File: config.mk
export PLATFORM = sky130hd
export DESIGN_NAME = seg_scan_driver
export DESIGN_NICKNAME = d
export VERILOG_FILES = /design/src/rtl/seg_pkg.sv /design/src/rtl/seg_hex_decode.sv /design/src/rtl/seg_scan_driver.sv
export SDC_FILE = /design/constraint.sdc
export NUM_CORES = 1
export LEC_CHECK = 0
export ABC_CLOCK_PERIOD_IN_PS = 3830
export CAP_MARGIN = 30
export CORE_MARGIN = 5
export CORE_UTILIZATION = 26
export DETAILED_ROUTE_END_ITERATION = 6
export MAX_ROUTING_LAYER = met4
export SLEW_MARGIN = 20
export SYNTH_ARGS = -nofsm -noshare
export SYNTH_HDL_FRONTEND = slang
export SYNTH_SLANG_ARGS = --single-unit
File: constraint.sdc
create_clock -name clk_seg -period 3.83 [get_ports clk_seg]
set_input_delay 0.9575 -clock clk_seg [delete_from_list [all_inputs] [get_ports clk_seg]]
set_output_delay 0.9575 -clock clk_seg [all_outputs]
set_load 0.005 [all_outputs]
File: src/rtl/seg_pkg.sv
// Shared constants and the hex-to-segment lookup for the seg_scan_driver slice.
// Segment bit order is {g,f,e,d,c,b,a}. The decimal point is added by the driver.
package seg_pkg;

    localparam logic [7:0] SEG_BLANK = 8'h00;

    localparam logic [6:0] HEX_SEG [16] = '{
        7'h3F, 7'h06, 7'h5B, 7'h4F, 7'h66, 7'h6D, 7'h7D, 7'h07,
        7'h7F, 7'h6F, 7'h77, 7'h7C, 7'h39, 7'h5E, 7'h79, 7'h71
    };

    function automatic logic [6:0] seg_hex(input logic [3:0] nib);
        return HEX_SEG[nib];
    endfunction

endpackage

File: src/rtl/seg_hex_decode.sv
// Combinational 4-bit to 7-segment decoder, {g,f,e,d,c,b,a} active-high.
module seg_hex_decode
    import seg_pkg::*;
(
    input  logic [3:0] nib,
    output logic [6:0] seg7
);

    assign seg7 = seg_hex(nib);

endmodule

File: src/rtl/seg_scan_driver.sv
// Multiplexed 7-segment scan driver with prescaler, tear-free frame snapshots,
// DP/blanking and leading-zero suppression. Optional PWM dimming under SEG_SCAN_DIM_EN.
// The active-low digit select is named bit_sel because `bit` is a reserved word.
module seg_scan_driver
    import seg_pkg::*;
#(
    parameter int NUM_DIGITS = 6,
    parameter int SCAN_DIV   = 50000
) (
    input  logic                    clk_seg,
    input  logic                    rst,
    input  logic [4*NUM_DIGITS-1:0] digit_data,
    input  logic [NUM_DIGITS-1:0]   dp_mask,
    input  logic [NUM_DIGITS-1:0]   blank_mask,
    input  logic                    lz_en,
`ifdef SEG_SCAN_DIM_EN
    input  logic [3:0]              brightness,
`endif
    output logic [7:0]              seg,
    output logic [NUM_DIGITS-1:0]   bit_sel,
    output logic                    frame_done
);

    localparam int PW = (SCAN_DIV > 1) ? $clog2(SCAN_DIV) : 1;
    localparam int IW = $clog2(NUM_DIGITS);
    localparam logic [PW-1:0] PRESC_LAST = PW'(SCAN_DIV - 1);
    localparam logic [IW-1:0] IDX_LAST   = IW'(NUM_DIGITS - 1);

    logic [PW-1:0]             presc;
    logic [IW-1:0]             idx;
    logic [IW-1:0]             next_idx;
    logic                      tick;
    logic                      wrap;

    logic [4*NUM_DIGITS-1:0]   snap_data;
    logic [NUM_DIGITS-1:0]     snap_dp;
    logic [NUM_DIGITS-1:0]     snap_blank;
    logic                      snap_lz;

    logic [4*NUM_DIGITS-1:0]   eff_data;
    logic [NUM_DIGITS-1:0]     eff_dp;
    logic [NUM_DIGITS-1:0]     eff_blank;
    logic                      eff_lz;

    logic [NUM_DIGITS-1:0]     supp;
    logic                      zero_run;
    logic [3:0]                nib;
    logic                      cur_dp;
    logic                      cur_blank;
    logic                      cur_supp;
    logic [NUM_DIGITS-1:0]     sel_n;
    logic [6:0]                hex7;
    logic [7:0]                seg_next;
    logic [7:0]                seg_q;

    assign tick     = (presc == PRESC_LAST);
    assign next_idx = (idx == IDX_LAST) ? '0 : idx + 1'b1;
    assign wrap     = tick && (next_idx == '0);

    // Digit 0 is encoded on the same edge that loads the snapshot, so it reads the live inputs.
    assign eff_data  = wrap ? digit_data : snap_data;
    assign eff_dp    = wrap ? dp_mask    : snap_dp;
    assign eff_blank = wrap ? blank_mask : snap_blank;
    assign eff_lz    = wrap ? lz_en      : snap_lz;

    always_comb begin
        zero_run = 1'b1;
        supp     = '0;
        for (int i = NUM_DIGITS - 1; i >= 0; i--) begin
            zero_run = zero_run & (eff_data[4*i +: 4] == 4'h0);
            if (i != 0) supp[i] = eff_lz & zero_run;
        end
    end

    always_comb begin
        nib       = 4'h0;
        cur_dp    = 1'b0;
        cur_blank = 1'b0;
        cur_supp  = 1'b0;
        sel_n     = '1;
        for (int i = 0; i < NUM_DIGITS; i++) begin
            if (next_idx == IW'(i)) begin
                nib       = eff_data[4*i +: 4];
                cur_dp    = eff_dp[i];
                cur_blank = eff_blank[i];
                cur_supp  = supp[i];
                sel_n[i]  = 1'b0;
            end
        end
    end

    seg_hex_decode u_dec (
        .nib  (nib),
        .seg7 (hex7)
    );

    assign seg_next = (cur_blank || cur_supp) ? SEG_BLANK : {cur_dp, hex7};

    always_ff @(posedge clk_seg or posedge rst) begin
        if (rst) begin
            presc      <= '0;
            idx        <= IDX_LAST;
            snap_data  <= '0;
            snap_dp    <= '0;
            snap_blank <= '0;
            snap_lz    <= 1'b0;
            seg_q      <= SEG_BLANK;
            bit_sel    <= '1;
            frame_done <= 1'b0;
        end else begin
            frame_done <= wrap;
            presc      <= tick ? '0 : presc + 1'b1;
            if (tick) begin
                idx     <= next_idx;
                bit_sel <= sel_n;
                seg_q   <= seg_next;
            end
            if (wrap) begin
                snap_data  <= digit_data;
                snap_dp    <= dp_mask;
                snap_blank <= blank_mask;
                snap_lz    <= lz_en;
            end
        end
    end

`ifdef SEG_SCAN_DIM_EN
    logic [3:0] pwm_cnt;

    always_ff @(posedge clk_seg or posedge rst) begin
        if (rst) pwm_cnt <= 4'h0;
        else     pwm_cnt <= pwm_cnt + 4'h1;
    end

    assign seg = (pwm_cnt > brightness) ? SEG_BLANK : seg_q;
`else
    assign seg = seg_q;
`endif

endmodule
== Word level (Yosys, flattened, before mapping) ==
Memories as Yosys holds them, arrays and structs flattened.
Cells that the tools add are included.

* Register bits: 71
* Bits in read-only memories: 112
* Input port bits: 39
* Output and inout port bits: 15
* Word-level logic and storage cells: 76
* Memories kept: 1

{| class="wikitable"
|+ Memories
! memory !! words !! bits a word !! read ports !! clocked after memory_dff !! wr ports !! RTL line !! text
|-
| (name not given) || 16 || 7 || 1 || 0 || 0 || seg_pkg.sv:13 || <nowiki>return HEX_SEG[nib];</nowiki>
|}

* Add/sub/neg operators: 2
* Order comparisons: 1
* Equality and inequality tests: 7
* Mux-type cells: 38
* Bitwise operators: 10
* Reduce and logical (&&, ||, !) cells: 8

{| class="wikitable"
|+ Operators by type and width
! kind !! number
|-
| $mux W1 || 24
|-
| $mux W24 || 1
|-
| $mux W4 || 6
|-
| $logic_not A4 Y1 || 5
|-
| $add A16 B1 Y16 const B || 1
|-
| $eq A16 B16 Y1 const B || 1
|-
| $mux W16 || 1
|-
| $mux W7 || 2
|-
| $mux W6 || 2
|-
| $and A1 B1 Y1 || 9
|-
| $eq A3 B3 Y1 const B || 3
|-
| $mux W8 || 1
|-
| $eq A3 B2 Y1 const B || 2
|-
| $ge A5 B5 Y1 const B || 1
|-
| $not A4 Y5 || 1
|-
| $add A3 B1 Y3 const B || 1
|-
| $eq A3 B1 Y1 const B || 1
|-
| $logic_not A3 Y1 || 1
|-
| $mux W3 || 1
|-
| $logic_and A1 B1 Y1 || 1
|-
| $logic_or A1 B1 Y1 || 1
|}

== Longest topological paths before layout ==
Gate-level depths: netlist (run 1).

* Depth in word-level cells: 18
* Mapped depth: 11

== Cells and area by module ==
From an unflattened synthesis (run 1), not the netlist that was laid out.

* Cell total of the unflattened synthesis: 354
* Area, all modules: 3478.3 sq um

{| class="wikitable"
|+ By module, submodules not included
! module !! instances !! cells each !! area each (sq um)
|-
| seg_scan_driver || 1 || 321 || 3195.6
|-
| seg_hex_decode || 1 || 33 || 282.8
|}

== Least setup slack after synthesis (run 1) ==
Ideal clock, no wire load.

* Path type: reg-to-reg
* Start: reg presc[7]
* End: reg seg_q[6] (netlist: seg[6])
* Data arrival time: 2.758 ns
* Data required time: 3.766 ns
* Path slack: 1.008 ns
* Cell stages (with the launch flop): 10
* Buffers on the path: 0
* Clock period less this slack: 2.822 ns
* Cell sequence: dfrtp_1 -> or4_4 -> nor4_4 -> o21ai_0 -> a21oi_1 -> inv_1 -> ha_1 -> mux2_2 -> a221oi_1 -> a21o_1

* Cells in the longest elaborated chain, start to end: 16

{| class="wikitable"
|+ Ends and longest elaborated chain
! element !! RTL line !! text
|-
| start: declaration || seg_scan_driver.sv:29 || <nowiki>logic [PW-1:0] presc;</nowiki>
|-
| start signal: assignment || seg_scan_driver.sv:112 || <nowiki>presc <= tick ? '0 : presc + 1'b1;</nowiki>
|-
| $eq A16 B16 Y1 * || seg_scan_driver.sv:56 || <nowiki>assign tick = (presc == PRESC_LAST);</nowiki>
|-
| parallel branches: the longest is 15 deep, another holds $mem_v2 Z16 W7 || - ||
|-
| end signal: assignment || seg_scan_driver.sv:116 || <nowiki>seg_q <= seg_next;</nowiki>
|-
| end: declaration || seg_scan_driver.sv:54 || <nowiki>logic [7:0] seg_q;</nowiki>
|}

Every way passes the cells marked *. The select of a mux whose other input is x is not followed.
A chain may end at the register's enable or synchronous reset.

== Worst setup path in the final report (run 1) ==
Ends and elaborated chain as after synthesis.

==> impl_results.md, run 1 <==
- Die boundary width: 124.5 microns
- Worst skew pair latency: 320 ps
- CTS Sinks: 70
- Seq cells post-synth: 70
- Number of top-level pins: 54
- Reg-to-reg startpoint: presc[7]$_DFF_PP0_
- Cell chosen for the clock root: sky130_fd_sc_hd__clkbuf_16
- Crit path max-delay cell type: sky130_fd_sc_hd__or4_4
- Met3 global-route usage: 1.973%
- Sequential area share after synthesis: 51.73%
- Share of Yosys cell area claimed by the top area cell type: 45.55%
- Count of flip-flops with a built-in enable after synthesis: 0
- Async SR Flop Fraction: 100.0%
- Final net count: 389
- Share of the clock period used by the worst path: 76.74%
- # resized after CTS: 0
- Cells traversed along the worst timing path: or4_4 -> nor4_4 -> o21ai_0 -> a21oi_1 -> inv_1 -> ha_1 -> mux2_2 -> a221oi_1 -> a21o_1
- Layer with the highest usage after global routing: met2
- Largest net degree at the start of global routing: 71
- Largest stage delay, worst path: 590 ps
- Worst relative slew slack: 53.99%
- Met1 track demand over resource: 14.31%
- # hold bufs at CTS: 0
- Reg2reg path depth: 9
- Worst path required time: 4090 ps
- Remaining antenna violation count after routing: 0
- Worst Skew: 6.318 ps
- Average routed wire per standard cell: 15.35 microns
- Via density per instance: 4.590
- Number of maximum-capacitance constraint violations: 0
- Cell type group with the largest total delay on the critical path: simple AND/OR/NAND/NOR gates
- Number of standard-cell rows in the floorplan: 41
- Unrepaired setup endpoints after global routing: false
- Commonest cells post-synth: sky130_fd_sc_hd__dfrtp_1 (62), sky130_fd_sc_hd__mux2_2 (42), sky130_fd_sc_hd__nor2_1 (26), sky130_fd_sc_hd__nand2_1 (18), sky130_fd_sc_hd__nand3_1 (11)
- Worst Tran Pin Value: 686.9 ps
- Setup-failing EPs final: 0
- Type of the tightest min-delay check: reg -> reg
- Hold path start: presc[0]$_DFF_PP0_
- Cell depth of the worst hold path: 1
- Cell Count, Final, Fillers Out: 520
- Netlist area before placement: 0.003406 sq mm
- Fin. Hold Viols: 0
- Half-perimeter wire length after detailed placement: 5.996 mm
- Final worst path period need: 2939 ps
- Residual DRC count: 0
- Total negative slack for setup checks: 0 ps
- Critical Path Fanout Max: 5
- Critical Path End Type: flip-flop
- Vias in the first global route: 2,587
- Cell taking the most area after synthesis: sky130_fd_sc_hd__dfrtp_1
- Number of cells in the design after placement: 504
- Filler cell count in the final layout: 1,307
- GR Util met2: 16.98%
- CTS tree: done
- Overall global routing resource usage: 11.05%
- Fin. max-slew vios: 0
- Die Y-Extent: 124.5 microns
- Number of CTS-inserted buffers: 9
- Worst Path Class, Setup: reg -> reg
- Ys flop type: sky130_fd_sc_hd__dfrtp_1
- Number of detailed-route iterations in the first pass: 4
- Std-Cell Core Area: 0.01272 sq mm
- Die Outline Area: 0.01549 sq mm
- First-pass GRT wire length: 13.59 mm
- Terminating pin of the worst hold path: presc[0]$_DFF_PP0_
- Number of H-tree levels: 3
- Highest achievable clock rate: 340.2 MHz
- Startpoint class of the critical path: flip-flop
- Area contributors post-synth: sky130_fd_sc_hd__dfrtp_1 (46%), sky130_fd_sc_hd__mux2_2 (14%), sky130_fd_sc_hd__dfstp_2 (6.2%), sky130_fd_sc_hd__nor2_1 (2.9%), sky130_fd_sc_hd__xnor2_1 (2.3%)
- Number of distinct library cells after synthesis: 50
- Number of antenna violations at the first check in global routing: 0
- Clk slew on worst S/H paths: 50 ps
- Total leakage power: 1.921 nW
- Power density over cell area: 354.7 mW/mm^2
- Register-to-register setup slack: 890 ps
- Maximum clock path buffer count: 2
- Setup Fix Bufs, Post-CTS: 0
- Signed area change from the synthesized netlist to the final layout: 30.09%
- Most common cell in the netlist: sky130_fd_sc_hd__dfrtp_1
- Total stage count of the critical path: 9
- Mean cell area of the mapped netlist: 11.87 sq um
- Reg-to-reg critical path endpoint: seg[6]$_DFFE_PP0N_
- Final wirelength: 7.982 mm
- Number of warnings reported in the yosys synthesis log: 0
- Routability-driven placement congestion ratio: 0.8044
- CP Data Arrival Time: 3200 ps
- DR vias: 2,387
- Peak supply drop: 0.0001903 V
- CP Buf/Inv Count: 1
- Share of layout cells above drive strength 1: 22.99%
- Global-route congestion overflow total: 0
- Diode count: 0
- 1st-iter DRT viols: 99
- I/O Buffers: 53
- Result of the run: finished, final reports clean
- Initial Util: 26.77%
- Synthesized instance count: 287
- Syn nets: 332
sequential cells by signal (all words and copies together) (netlist names):
signal,flops
presc,16
seg,8
frame_done,1
bit_sel,6
idx,3
snap_data,24
snap_lz,1
snap_dp,6
snap_blank,5
routing by layer:
metal / vias to the layer above / routed length [microns]
met2: 48 / 3805
met4: 0 / 174
met1: 1171 / 3799
li1: 1153 / -
met3: 15 / 202
met5: - / 0
kinds of logic after synthesis:
logic type	count (synthesis)	synth area share [%]
buffers and inverters	20	2.792
flip-flops	70	51.73
adder cells (fa/ha/maj)	6	2.204
AO/OA/AOI/OAI	42	9.478
multiplexers	51	17.30
AND/OR/NAND/NOR	83	12.64
XOR/XNOR	15	3.858
final cells by class:
type,count,area (sq um),share of cell area [%]
flip-flops and latches,70,1762,39.76
repair buffers,58,588.1,13.27
well taps,172,215.2,4.857
clock buffers,14,274.0,6.185
clock inverters,1,5.005,0.1130
multi-input cells,197,1556,35.13
inverters,8,30.03,0.6778
worst max-delay path by stage:
stage / slack [ps] / start / endpoint
4_1_cts: 890 / presc[7]$_DFF_PP0_ / seg[6]$_DFFE_PP0N_
2_1_floorplan: 1010 / presc[7]$_DFF_PP0_ / seg[6]$_DFFE_PP0N_
3_3_place_gp: 950 / presc[7]$_DFF_PP0_ / seg[6]$_DFFE_PP0N_
5_1_grt: 680 / idx[0]$_DFFE_PP1N_ / seg[6]$_DFFE_PP0N_
3_5_place_dp: 890 / digit_data[1] / seg[5]$_DFFE_PP0N_
6_report: 890 / presc[7]$_DFF_PP0_ / seg[6]$_DFFE_PP0N_
cell usage in the layout (no fill, tap or decap), drive strengths merged, types with 3 or more instances in the layout:
cell type      instances
nor4                   5
nand2                 18
mux2                  43
clkbuf                14
o21ai                  5
nor3                   3
xnor2                  9
clkdlybuf4s50         53
a21oi                  5
and3                   5
nor2                  26
xor2                   6
mux2i                  6
nand3                 11
a221oi                 4
o211ai                 3
inv                    8
a22o                   4
dfstp                  8
a32o                   3
ha                     6
and2                   5
buf                    5
a31oi                  7
dfrtp                 62
stage by stage:
| step | utilization, % | hold slack, ps | cell area, sq um | worst slack [ps] | power (mW) |
|---|---|---|---|---|---|
| 3_5_place_dp | 32.42 | 455.0 | 4124 | 894.9 | 0.8115 |
| 6_report | 34.82 | 460.2 | 4431 | 890.7 | 1.571 |
| 3_3_place_gp | 32.42 | 443.1 | 4124 | 953.1 | 0.8112 |
| 2_1_floorplan | - | 425.1 | 3406 | 1008 | 0.7643 |
| 5_1_grt | 34.82 | 477.3 | 4431 | 679.7 | 1.626 |
| 4_1_cts | 34.61 | 462.0 | 4403 | 886.5 | 1.591 |
power by group:
part | switching (mW) | total [mW] | internal (mW)
registers | 0 | 0.741 | 0.741
clock network | 0.284 | 0.771 | 0.487
logic | 0.0223 | 0.0600 | 0.0376
No activity file was read; power rests on OpenSTA's default activity.
==> run 2, diff against run 1 <==
ABC_CLOCK_PERIOD_IN_PS = 2450   (was 3830)
clock period = 2.45 ns   (was 3.83 ns; I/O delays follow)
==> run 2 against run 1 <==
Compared with the run above: critical path type unchanged; largest power group unchanged; the flow now finishes with violations (setup timing); critical endpoint unchanged; power increased by 60%; register-to-register slack got worse by 1100 ps; via count increased by 11%; utilization increased by 4.6 points; die area unchanged; highest routed layer unchanged; setup slack got worse by 1100 ps.
==> impl_results.md, run 2 (same netlist as run 1, synthesis figures left out) <==
- # hold bufs at CTS: 0 (unchanged)
- Filler cell count in the final layout: 1,254 (-4.1%)
- Number of maximum-capacitance constraint violations: 0 (unchanged)
- CP Data Arrival Time: 2890 ps (-310 ps)
- Power density over cell area: 501.6 mW/mm^2 (+41%)
- CTS Sinks: 70 (unchanged)
- Initial Util: 26.77% (unchanged)
- Share of layout cells above drive strength 1: 37.56% (+15 points)
- Violated checks: setup timing
- Worst Tran Pin Value: 386.8 ps (-300.1 ps)
- Peak supply drop: 0.0003121 V (+64%)
- Largest net degree at the start of global routing: 71 (unchanged)
- Diode count: 0 (unchanged)
- Worst relative slew slack: 74.12% (+20 points)
- Fin. Hold Viols: 0 (unchanged)
- Largest stage delay, worst path: 570 ps (-20 ps)
- Worst skew pair latency: 330 ps (about the same)
- Crit path max-delay cell type: sky130_fd_sc_hd__or4bb_4
- Register with the most flip-flops: snap_data
- Final worst path period need: 2622 ps (-317.1 ps)
- Clk slew on worst S/H paths: 50 ps (about the same)
- Startpoint class of the critical path: flip-flop
- Number of standard-cell rows in the floorplan: 41 (unchanged)
- Cells traversed along the worst timing path: or4bb_4 -> nor4_4 -> buf_4 -> o21ai_1 -> a21oi_2 -> inv_2 -> ha_4 -> mux2_4 -> a221oi_2 -> a21o_1
- Leading cell type in the layout, fill and taps excluded: sky130_fd_sc_hd__dfrtp_1
- Residual DRC count: 0 (unchanged)
- Setup slack after layout: -172.2 ps (-1063 ps)
- Setup-failing EPs final: 25 (+25)
- Number of top-level pins: 54 (unchanged)
- Type of the tightest min-delay check: reg -> reg
- Final net count: 442 (+14%)
- CTS tree: done
- Maximum clock path buffer count: 2 (unchanged)
- Worst Skew: 5.941 ps (-0.3772 ps)
- Total negative slack for setup checks: -1399 ps (-1399 ps)
- Total leakage power: 2.220 nW (+16%)
- Die Outline Area: 0.01549 sq mm (unchanged)
- Hold path start: seg[6]$_DFFE_PP0N_
- Die Y-Extent: 124.5 microns (unchanged)
- Reg-to-reg startpoint: presc[5]$_DFF_PP0_
- Number of antenna violations at the first check in global routing: 0 (unchanged)
- Fin. max-slew vios: 0 (unchanged)
- Critical Path Fanout Max: 3 (-2)
- Unrepaired setup endpoints after global routing: true
- Half-perimeter wire length after detailed placement: 6.335 mm (+5.7%)
- Via density per instance: 4.599 (+0.19%)
- Final wirelength: 8.805 mm (+10%)
- Result of the run: finished, violations left
- Std-Cell Core Area: 0.01272 sq mm (unchanged)
- Overall global routing resource usage: 11.68% (+0.63 points)
- Commonest cells after routing, fill and taps aside: sky130_fd_sc_hd__dfrtp_1 (62), sky130_fd_sc_hd__clkdlybuf4s50_1 (53), sky130_fd_sc_hd__buf_4 (49), sky130_fd_sc_hd__mux2_2 (39), sky130_fd_sc_hd__nor2_1 (24)
- 1st-iter DRT viols: 103 (+4.0%)
- Remaining antenna violation count after routing: 0 (unchanged)
- Worst path required time: 2720 ps (-1370 ps)
- Critical path startpoint: presc[5]$_DFF_PP0_
- Flip-flop count of the largest register after layout: 24 (unchanged)
- I/O Buffers: 53 (unchanged)
- Average routed wire per standard cell: 15.34 microns (about the same)
- Cell Count, Final, Fillers Out: 574 (+10%)
- DR vias: 2,640 (+11%)
- Signed area change from the synthesized netlist to the final layout: 47.17%
- Number of H-tree levels: 3 (unchanged)
- Die boundary width: 124.5 microns (unchanged)
- Global-route congestion overflow total: 0 (unchanged)
- Critical Path End Type: flip-flop
- Number of cells in the design after placement: 543 (+7.7%)
- Vias in the first global route: 2,744 (+6.1%)
- Share of the clock period used by the worst path: 107.0% (+30 points)
- Highest achievable clock rate: 381.4 MHz (+12%)
- Routability-driven placement congestion ratio: 0.8351 (+3.8%)
- First-pass GRT wire length: 14.03 mm (+3.2%)
- Number of detailed-route iterations in the first pass: 4 (unchanged)
- Number of CTS-inserted buffers: 9 (unchanged)
- Cell chosen for the clock root: sky130_fd_sc_hd__clkbuf_16
- Worst Path Class, Setup: reg -> reg
## run 2: area by class of cell
| class | count | area (sq um) | share of cell area, % |
|---|---|---|---|
| Sequential cell | 70 | 1762 | 35.15 |
| Clock buffer | 14 | 254.0 | 5.067 |
| Tap cell | 172 | 215.2 | 4.294 |
| Inverter | 8 | 30.03 | 0.5991 |
| Clock inverter | 2 | 35.03 | 0.6990 |
| Multi-Input combinational cell | 197 | 1682 | 33.55 |
| Timing Repair Buffer | 111 | 1035 | 20.64 |
## run 2: layer usage
metal  vias up  routed length [microns]  global-route usage, %
li1       1269                        -                      -
met1      1293                     4063                  14.70
met2        65                     4218                  18.35
met3        13                      343                  2.358
met4         0                      178                  4.900
met5         -                        0                      -
## run 2: critical path, delay by kind of cell, from the launching register on
kind | cells | cell delay, ps
simple gates | 2 | 850
buf+inv | 2 | 290
compound gates | 4 | 620
mux | 1 | 270
fa+ha+maj | 1 | 170
flops | 1 | 370
## run 2: timing repair
action,in CTS,in global routing
pin swaps,7,14
cloned,0,2
gates resized for setup,20,11
setup buffers,9,4
setup endpoints to repair,43,43
## run 2: power by group
group,internal (mW),total (mW),switching [mW]
clock network,0.815,1.27,0.452
registers,1.16,1.16,0
logic,0.0566,0.0898,0.0332
## run 2: metrics by stage
| step | setup slack, ps | util, % | area [sq um] | power (mW) | hold WS [ps] |
|---|---|---|---|---|---|
| after floorplan | -250.1 | - | 3436 | 1.195 | 425.1 |
| after global placement | -155.4 | 35.03 | 4457 | 1.269 | 467.0 |
| after detailed placement | -242.7 | 35.03 | 4457 | 1.270 | 471.9 |
| after CTS | -144.2 | 38.47 | 4895 | 2.549 | 483.4 |
| after global routing | -258.1 | 39.40 | 5012 | 2.609 | 515.1 |
| final | -172.2 | 39.40 | 5012 | 2.514 | 478.6 |
## run 2: final timing paths
path | to | slack (ps) | cells after the start
max in group asynchronous | idx[2]$_DFFE_PP1N_ | 1450 | 3
min in group asynchronous | snap_data[10]$_DFF_PP0_ | 680 | 3
max | seg[6]$_DFFE_PP0N_ | -170 | 10
max reg2reg | seg[6]$_DFFE_PP0N_ | -170 | 10
min reg2reg | seg[6]$_DFFE_PP0N_ | 480 | 1
min | seg[6]$_DFFE_PP0N_ | 480 | 1
